## config.mk

```make
export PLATFORM = sky130hd
export DESIGN_NAME = irq_timer_ctrl_flat
export DESIGN_NICKNAME = d
export VERILOG_FILES = /design/src/rtl/irq_timer_ctrl_if.sv /design/src/rtl/irq_timer_ctrl.sv /design/src/flat_wrapper.sv
export SDC_FILE = /design/constraint.sdc
export NUM_CORES = 1
export LEC_CHECK = 0
export BUFFER_PORTS_ARGS = -buffer_cell sky130_fd_sc_hd__buf_2
export CAP_MARGIN = 5
export CORE_UTILIZATION = 55
export DETAILED_ROUTE_END_ITERATION = 12
export PLACE_DENSITY = 0.79
export REMOVE_ABC_BUFFERS = 1
export SYNTH_ARGS = -nofsm -noshare
export SYNTH_HDL_FRONTEND = slang
export SYNTH_SLANG_ARGS = --single-unit
export TNS_END_PERCENT = 20
```

## constraint.sdc

```tcl
create_clock -name iCLK -period 3.45 [get_ports iCLK]
set_clock_uncertainty 0.15 [all_clocks]
set_input_delay 0.345 -clock iCLK [delete_from_list [all_inputs] [get_ports iCLK]]
set_output_delay 0.345 -clock iCLK [all_outputs]
set_load 0.05 [all_outputs]
```

## src/rtl/irq_timer_ctrl_if.sv

```systemverilog
// irq_timer_ctrl_if: data-bus slave port bundle for the interrupt/timer block.
//   iAddress     - byte address from the processor
//   iWriteData   - lane-aligned write data
//   iWriteEnable - write strobe
//   iReadEnable  - read strobe
//   iByteEnable  - per-byte write lane enables (bit n covers [8n+7:8n])
//   oReadData    - registered read data, zero when the block is not being read
interface irq_timer_ctrl_if;
  logic [31:0] iAddress;
  logic [31:0] iWriteData;
  logic        iWriteEnable;
  logic        iReadEnable;
  logic [3:0]  iByteEnable;
  logic [31:0] oReadData;

  modport master (
    output iAddress, iWriteData, iWriteEnable, iReadEnable, iByteEnable,
    input  oReadData
  );

  modport slave (
    input  iAddress, iWriteData, iWriteEnable, iReadEnable, iByteEnable,
    output oReadData
  );
endinterface

```

## src/rtl/irq_timer_ctrl.sv

```systemverilog
// irq_timer_ctrl: memory-mapped interrupt controller with a 32-bit compare timer.
// Seven asynchronous request lines are synchronised and edge- or level-detected
// into PENDING[6:0]; the timer drives PENDING[7]. Pending bits stay set until
// software writes 1 to clear them. The output vector is PENDING & ENABLE.
// Ports:
//   iCLK, iRST         - clock and synchronous active-high reset
//   bus (slave)        - data-bus register access (see irq_timer_ctrl_if)
//   iIrqSrc[6:0]       - asynchronous external requests, active-high
//   oPendingInterrupt  - masked pending vector for the COP0 register bank
// Register offsets (iAddress[4:2]): 0 PENDING (W1C), 1 ENABLE, 2 EDGE_MODE,
// 3 TIMER_CMP, 4 TIMER_CNT, 5 TIMER_CTRL {AUTORELOAD, RUN}, 6/7 reserved.
module irq_timer_ctrl #(
  parameter logic [31:0] BASE_ADDR = 32'hFFFF_0100
) (
  input  logic                   iCLK,
  input  logic                   iRST,
  irq_timer_ctrl_if.slave        bus,
  input  logic [6:0]             iIrqSrc,
  output logic [7:0]             oPendingInterrupt
);

  localparam logic [2:0] OFF_PEND = 3'd0;
  localparam logic [2:0] OFF_EN   = 3'd1;
  localparam logic [2:0] OFF_EDGE = 3'd2;
  localparam logic [2:0] OFF_CMP  = 3'd3;
  localparam logic [2:0] OFF_CNT  = 3'd4;
  localparam logic [2:0] OFF_CTRL = 3'd5;

  // Replace only the byte lanes whose enable is set.
  function automatic logic [31:0] merge_bytes(input logic [31:0] old_v,
                                              input logic [31:0] new_v,
                                              input logic [3:0]  be);
    logic [31:0] m;
    m = {{8{be[3]}}, {8{be[2]}}, {8{be[1]}}, {8{be[0]}}};
    return (old_v & ~m) | (new_v & m);
  endfunction

  logic [6:0]  sync1_q, sync1_d;
  logic [6:0]  sync2_q, sync2_d;
  logic [6:0]  prev_q,  prev_d;
  logic [7:0]  pend_q,  pend_d;
  logic [7:0]  en_q,    en_d;
  logic [6:0]  edge_q,  edge_d;
  logic [31:0] cmp_q,   cmp_d;
  logic [31:0] cnt_q,   cnt_d;
  logic        run_q,   run_d;
  logic        auto_q,  auto_d;
  logic [31:0] rdata_q, rdata_d;

  logic        sel;
  logic        wr;
  logic        rd;
  logic [2:0]  off;
  logic        match;
  logic [6:0]  ext_set;
  logic [7:0]  clr;
  logic        unused_addr_lsb;

  assign sel             = (bus.iAddress[31:5] == BASE_ADDR[31:5]);
  assign wr              = bus.iWriteEnable & sel;
  assign rd              = bus.iReadEnable & sel;
  assign off             = bus.iAddress[4:2];
  assign unused_addr_lsb = ^bus.iAddress[1:0];

  always_comb begin
    sync1_d = iIrqSrc;
    sync2_d = sync1_q;
    prev_d  = sync2_q;
    en_d    = en_q;
    edge_d  = edge_q;
    cmp_d   = cmp_q;
    cnt_d   = cnt_q;
    run_d   = run_q;
    auto_d  = auto_q;
    rdata_d = 32'd0;

    // Timer compares the pre-update count; a match reloads to zero and
    // stops the timer unless autoreload is on.
    match = run_q && (cnt_q == cmp_q);
    if (run_q) begin
      if (match) begin
        cnt_d = 32'd0;
        if (!auto_q) run_d = 1'b0;
      end else begin
        cnt_d = cnt_q + 32'd1;
      end
    end

    // Edge sources set on a synchronised rising edge; level sources set every
    // cycle the line is high, so a clear only sticks once the line drops.
    ext_set = (sync2_q & ~prev_q & edge_q) | (sync2_q & ~edge_q);

    clr = 8'd0;
    if (wr && off == OFF_PEND && bus.iByteEnable[0]) clr = bus.iWriteData[7:0];

    // Set has priority over a same-cycle clear.
    pend_d = {match, ext_set} | (pend_q & ~clr);

    // Bus writes land after the timer update so they override it.
    if (wr) begin
      case (off)
        OFF_EN:   if (bus.iByteEnable[0]) en_d = bus.iWriteData[7:0];
        OFF_EDGE: if (bus.iByteEnable[0]) edge_d = bus.iWriteData[6:0];
        OFF_CMP:  cmp_d = merge_bytes(cmp_q, bus.iWriteData, bus.iByteEnable);
        OFF_CNT:  cnt_d = merge_bytes(cnt_d, bus.iWriteData, bus.iByteEnable);
        OFF_CTRL: if (bus.iByteEnable[0]) begin
                    run_d  = bus.iWriteData[0];
                    auto_d = bus.iWriteData[1];
                  end
        default:  ;
      endcase
    end

    // Reads see pre-write register contents.
    if (rd) begin
      case (off)
        OFF_PEND: rdata_d = {24'd0, pend_q};
        OFF_EN:   rdata_d = {24'd0, en_q};
        OFF_EDGE: rdata_d = {24'd0, 1'b1, edge_q};
        OFF_CMP:  rdata_d = cmp_q;
        OFF_CNT:  rdata_d = cnt_q;
        OFF_CTRL: rdata_d = {30'd0, auto_q, run_q};
        default:  rdata_d = 32'd0;
      endcase
    end
  end

  always_ff @(posedge iCLK) begin
    if (iRST) begin
      sync1_q <= '0;
      sync2_q <= '0;
      prev_q  <= '0;
      pend_q  <= '0;
      en_q    <= '0;
      edge_q  <= '0;
      cmp_q   <= 32'hFFFF_FFFF;
      cnt_q   <= '0;
      run_q   <= 1'b0;
      auto_q  <= 1'b0;
      rdata_q <= '0;
    end else begin
      sync1_q <= sync1_d;
      sync2_q <= sync2_d;
      prev_q  <= prev_d;
      pend_q  <= pend_d;
      en_q    <= en_d;
      edge_q  <= edge_d;
      cmp_q   <= cmp_d;
      cnt_q   <= cnt_d;
      run_q   <= run_d;
      auto_q  <= auto_d;
      rdata_q <= rdata_d;
    end
  end

  assign bus.oReadData     = rdata_q;
  assign oPendingInterrupt = pend_q & en_q;

endmodule
```

## src/flat_wrapper.sv

```systemverilog
// flat-port wrapper written by rule: the top's interface ports become plain ports
module irq_timer_ctrl_flat 
#(
  parameter logic [31:0] BASE_ADDR = 32'hFFFF_0100
)
  (iCLK, iRST, iIrqSrc, oPendingInterrupt, bus_iAddress, bus_iWriteData, bus_iWriteEnable, bus_iReadEnable, bus_iByteEnable, bus_oReadData);
  irq_timer_ctrl_if bus_i ();
  input  logic iCLK;
  input  logic iRST;
  input  logic [6:0] iIrqSrc;
  output logic [7:0] oPendingInterrupt;
  input wire logic [$bits(bus_i.iAddress)-1:0] bus_iAddress;
  input wire logic [$bits(bus_i.iWriteData)-1:0] bus_iWriteData;
  input wire logic [$bits(bus_i.iWriteEnable)-1:0] bus_iWriteEnable;
  input wire logic [$bits(bus_i.iReadEnable)-1:0] bus_iReadEnable;
  input wire logic [$bits(bus_i.iByteEnable)-1:0] bus_iByteEnable;
  output wire logic [$bits(bus_i.oReadData)-1:0] bus_oReadData;
  assign bus_i.iAddress = bus_iAddress;
  assign bus_i.iWriteData = bus_iWriteData;
  assign bus_i.iWriteEnable = bus_iWriteEnable;
  assign bus_i.iReadEnable = bus_iReadEnable;
  assign bus_i.iByteEnable = bus_iByteEnable;
  assign bus_oReadData = bus_i.oReadData;
  irq_timer_ctrl #(.BASE_ADDR(BASE_ADDR)) u_core (.iCLK(iCLK), .iRST(iRST), .bus(bus_i), .iIrqSrc(iIrqSrc), .oPendingInterrupt(oPendingInterrupt));
endmodule
```

## Yosys cells after proc, flatten, opt, wreduce, memory -nomap -nowiden

Cells that the tools add are included.

| cells by class | value |
|---|---|
| reductions and logical operators | 9 |
| bitwise operators | 19 |
| add/subtract/negate cells | 1 |
| muxes and demuxes | 12 |
| equal/unequal tests | 7 |

Operators by type and width:

| cell | count |
|---|---|
| $pmux 32 s6 | 1 |
| $mux 32 | 4 |
| $and 32x32->32 | 3 |
| $or 32x32->32 | 2 |
| $add 32x1->32 const B | 1 |
| $eq 32x32->1 | 1 |
| $not 32->32 | 1 |
| $eq 27x27->1 const B | 1 |
| $and 7x7->7 | 3 |
| $and 8x8->8 | 2 |
| $not 7->7 | 2 |
| $reduce_and 3->1 | 3 |
| $mux 8 | 1 |
| $not 8->8 | 1 |
| $or 8x8->8 | 1 |
| $or 7x7->7 | 1 |
| $eq 3x2->1 const B | 2 |
| $eq 3x3->1 const B | 2 |
| $mux 1 | 6 |
| $eq 3x1->1 const B | 1 |
| $logic_and 1x1->1 | 3 |
| $logic_not 3->1 | 1 |
| $and 1x1->1 | 2 |
| $reduce_and 2->1 | 1 |
| other kinds (2) | 2 |

| storage, ports and cells | value |
|---|---|
| word-level logic and storage cells | 59 |
| register bits after elaboration | 142 |
| output and inout bits | 40 |
| input bits | 79 |

## Depth between registers and ports, before layout

| depth | value |
|---|---|
| depth after elaboration | 8 |
| gate-level depth with buffers | 9 |
| mapped depth without buffers | 7 |

## Worst setup path after synthesis

No wires, ideal clock.

| path | value |
|---|---|
| path kind | input -> register |
| start point | input bus_iAddress[6] |
| end point | register with a tool-made name |
| slack | 775 ps |
| data arrival time | 2396 ps |
| library setup time | 129 ps |
| required time | 3171 ps |
| buffers on the path | 1 |
| cell stages on the path | 7 |
| cell sequence | or4b_4 > or4_4 > nor4_4 > and2_2 > buf_6 > mux2i_1 > nand2_1 |

RTL lines:

| element | line | source |
|---|---|---|
| start, declared | flat_wrapper.sv:12 | `input wire logic [$bits(bus_i.iAddress)-1:0] bus_iAddress;` |

## Final worst setup path

| path | value |
|---|---|
| start point | register u_core.cnt_q[25] |
| end point | register u_core.cnt_q[20] |

| between the ends | value |
|---|---|
| word-level cells in the longest chain between the ends | 8 |

RTL lines:

| element | line | source |
|---|---|---|
| start, declared | irq_timer_ctrl.sv:45 | `logic [31:0] cnt_q, cnt_d;` |
| start signal, assigned | irq_timer_ctrl.sv:149 | `cnt_q <= cnt_d;` |
| $eq 32x32->1 (*) | irq_timer_ctrl.sv:79 | `match = run_q && (cnt_q == cmp_q);` |
| $logic_and 1x1->1 (*) | irq_timer_ctrl.sv:79 |  |
| $mux 32 (*) | irq_timer_ctrl.sv:81 | `if (match) begin` |
| $mux 32 (*) | irq_timer_ctrl.sv:80 | `if (run_q) begin` |
| $and 32x32->32 | irq_timer_ctrl.sv:35 | `return (old_v & ~m) \| (new_v & m);` |
| $or 32x32->32 | irq_timer_ctrl.sv:35 |  |
| $mux 32 | irq_timer_ctrl.sv:101 | `case (off)` |
| $mux 32 (*) | irq_timer_ctrl.sv:100 | `if (wr) begin` |

Mark *: on every way between the ends. The rest lies on a longest branch, timed or not.
A chain may end at the register's enable or synchronous reset.

==> results.md <==
- Final hold violation count: 0
- Leading cell type in the layout, fill and taps excluded: dfxtp_1
- Pwr Density: 476 mW/mm²
- Largest net degree at the start of global routing: between 50 and 60
- Slew Limit Fails: 0
- CTS tree: done
- CP max stage delay: roughly 700 ps
- Initial antenna violation count: 0
- Synth warnings: 0
- Fill count: approximately 860
- Die area: roughly 0.012 mm²
- Worst EP required: approximately 3600 ps
- DRC Markers: 0
- Routability cong.: around 0.95
- Clk slew on worst S/H paths: roughly 60 ps
- CTS max path bufs: 2
- Top post-synthesis cells by area: dfxtp_1 45%, xor2_1 5.7%, nand2_1 4.9%, a22oi_1 3.9%, nand3_1 3.9%
- First-pass GRT wire length: ~28000 µm
- Sink Count: 142
- Maximum vdd drop: ~0.43 mV
- Tot GR Track Use: between 30 and 40%
- CTS Buf Count: 17
- Hold crit path type: in -> reg
- Total Nets Final: about 910
- DR WL/cell: approximately 18 µm
- Clk root buf: clkbuf_16
- Distinct cells, synth: between 40 and 50
- Syn-to-layout area delta: 21.8%
- RSZ-0062 raised after global routing: false
- Chip Height: ~110 µm
- Final wirelength: roughly 18000 µm
- Startpoint Class: flop
- Reg2reg setup slack: roughly 450 ps
- CP cell instances: xor2_1, nor4_1, nand3_1, or3_1, o211a_1, a22o_1
- CP Max Fanout: 20
- Post-synth ARST share: 0%
- Final worst slack: around 450 ps
- Post-Place Worst Slack: approximately 330 ps
- Top Family by Delay on Critical Path: simple AND/OR/NAND/NOR gates
- Syn Inst Count: a little over 700
- Core Box Area: ~0.011 mm²
- Fin area: roughly 0.0077 mm²
- H-tree depth: 4
- Fraction of layout cells with a size suffix above 1: roughly a fifth
- Worst path depth: 6
- Clock Latency Late Sink: around 430 ps
- Reg2reg start: u_core.cnt_q[25]
- Routed vias/inst: between 6 and 7
- Slew headroom: approximately half
- Worst-margin pin slew: approximately 760 ps
- # diodes: 0
- Post-synthesis sequential area ratio: 45.1%
- Crit path launch: u_core.cnt_q[25]
- Row count: 38
- Commonest non-fill, non-tap cells in the layout: 142 x dfxtp_1, 116 x buf_2, 82 x nand2_1, 65 x nor2_1, 49 x nand3_1
- Max cap viols: 0
- Initial DRC Count: ~550
- Crit Path Category: reg -> reg
- Fmax: 333 MHz
- Number of I/O pins: roughly 120
- Worst R2R Path Depth: 6
- Slowest cell on the critical path: or3_1
- Die W: between 100 and 150 µm
- Worst Path Arrival: ~3200 ps
- Cell taking the most area after synthesis: dfxtp_1
- DR vias: about 6000
- Initial Util: between 50% and 60%
- Share of Yosys cell area claimed by the top area cell type: between 40 and 50%
- Final min period: ~3000 ps
- Pleak: around 3 nW
- Setup-failing EPs final: 0
- Resized cells post-CTS: 0
- Crit share post-route: roughly 87%
- Drt pass-1 iters: 5
- Worst setup path end: u_core.cnt_q[20]
- Placed cell areas: 0.00699 mm²
- Final antenna-violating net count: 0
- Number of flops mapped to enable cells by yosys: 0
- Port Buffers: roughly 120
- DP HPWL: 11900 µm
- Reg-to-reg critical path endpoint: u_core.cnt_q[20]
- CP endpoint kind: flop
- Top FF cell, synth: dfxtp_1
- Mapped Area: approximately 0.0063 mm²
- Status: finished clean
- Average size of a mapped cell: roughly 8.8 µm²
- Number of global-route vias before repair: 5659
- Number of synthesized register bits: around 140
- Setup TNS: 0 ps
- Grt ovf: 0
- Bufs and invs on worst path: 0
## worst min-delay path by stage
stage | start | endpoint | slack (ps) | cells after the start
3_5_place_dp | u_core.sync1_q[2] | u_core.prev_d[2] | 280 | 1
3_3_place_gp | u_core.sync1_q[2] | u_core.prev_d[2] | 270 | 1
5_1_grt | bus_iWriteData[25] | u_core.cnt_q[25] | 10 | 2
6_report | iIrqSrc[6] | u_core.sync1_q[6] | 0.3 | 2
4_1_cts | bus_iWriteData[12] | flop | 0.3 | 3
2_1_floorplan | u_core.sync1_q[0] | u_core.prev_d[0] | 260 | 1
## stage by stage
stage | util [%] | hold WS [ps] | cells | power, mW
6_report | 69.9 | 0.302 | 984 | 3.66
3_5_place_dp | 63.7 | 280 | 943 | 1.86
5_1_grt | 69.9 | 10.3 | 984 | 3.74
3_3_place_gp | 63.7 | 265 | 943 | 1.85
4_1_cts | 69.9 | 0.252 | 984 | 3.65
2_1_floorplan | - | 264 | 671 | 1.75
## synthesized netlist by cell type (2+ instances only)
cell      instances
nor4_1           13
mux2i_1          22
nor3_1            8
a22oi_1          33
inv_1             3
nand2_1          82
a31oi_1           2
buf_1             2
buf_6             2
xnor2_1          21
clkbuf_1         40
nor4_4            2
buf_2             2
o21ba_2           2
o211a_1           2
and3_1            8
dfxtp_1         142
nand3_1          49
o21ai_0          29
nand4_1          20
nor2b_1          27
a21boi_0          7
a21oi_1          30
and4_1            5
a211oi_1          3
or3_1             2
nor2_1           65
a22o_1           16
xor2_1           41
mux4_2            2
a31o_1            7
and2_1           12
o211ai_1          2
## cell families (layout without fill, tap and decap cells)
group	count (synthesis)	count (layout)	share of synthesized area [%]
adders and majority gates	1	1	0.199
buffers and inverters	50	177	3.26
muxes	25	25	4.39
AOI/OAI and AO/OA	135	135	14.4
DFF	142	142	45.1
and+or+nand+nor	302	302	24.1
xor gates and xnor gates	62	62	8.62
## layout make-up
type | instances | area [µm²] | area share (%)
multi-input combinational | 525 | 3260 | 42.5
sequential | 142 | 2840 | 37.0
timing repair buffer | 142 | 801 | 10.4
clock buffer | 20 | 467 | 6.08
tap | 140 | 175 | 2.28
clock inverter | 11 | 116 | 1.52
inverter | 4 | 15.0 | 0.196
## repair_timing
action,CTS,global route
setup buffers,0,0
hold buffers,10,0
hold endpoints to repair,12,0
## power by group
group / total [mW] / internal (mW) / switching (mW)
combinational: 0.173 / 0.0706 / 0.103
sequential: 1.66 / 1.65 / 0.00577
clock: 1.82 / 1.11 / 0.712
total: 3.66 / 2.84 / 0.820
## metal layers
metal  wire length [µm]  part of all wire, %  GRT usage, %
met1               7350                   41          38.4
met2               8530                   48          51.3
met3               1340                  7.6          6.81
met4                526                  3.0          15.4
met5                  0                    0             0
No activity file was read; power rests on OpenSTA's default activity.
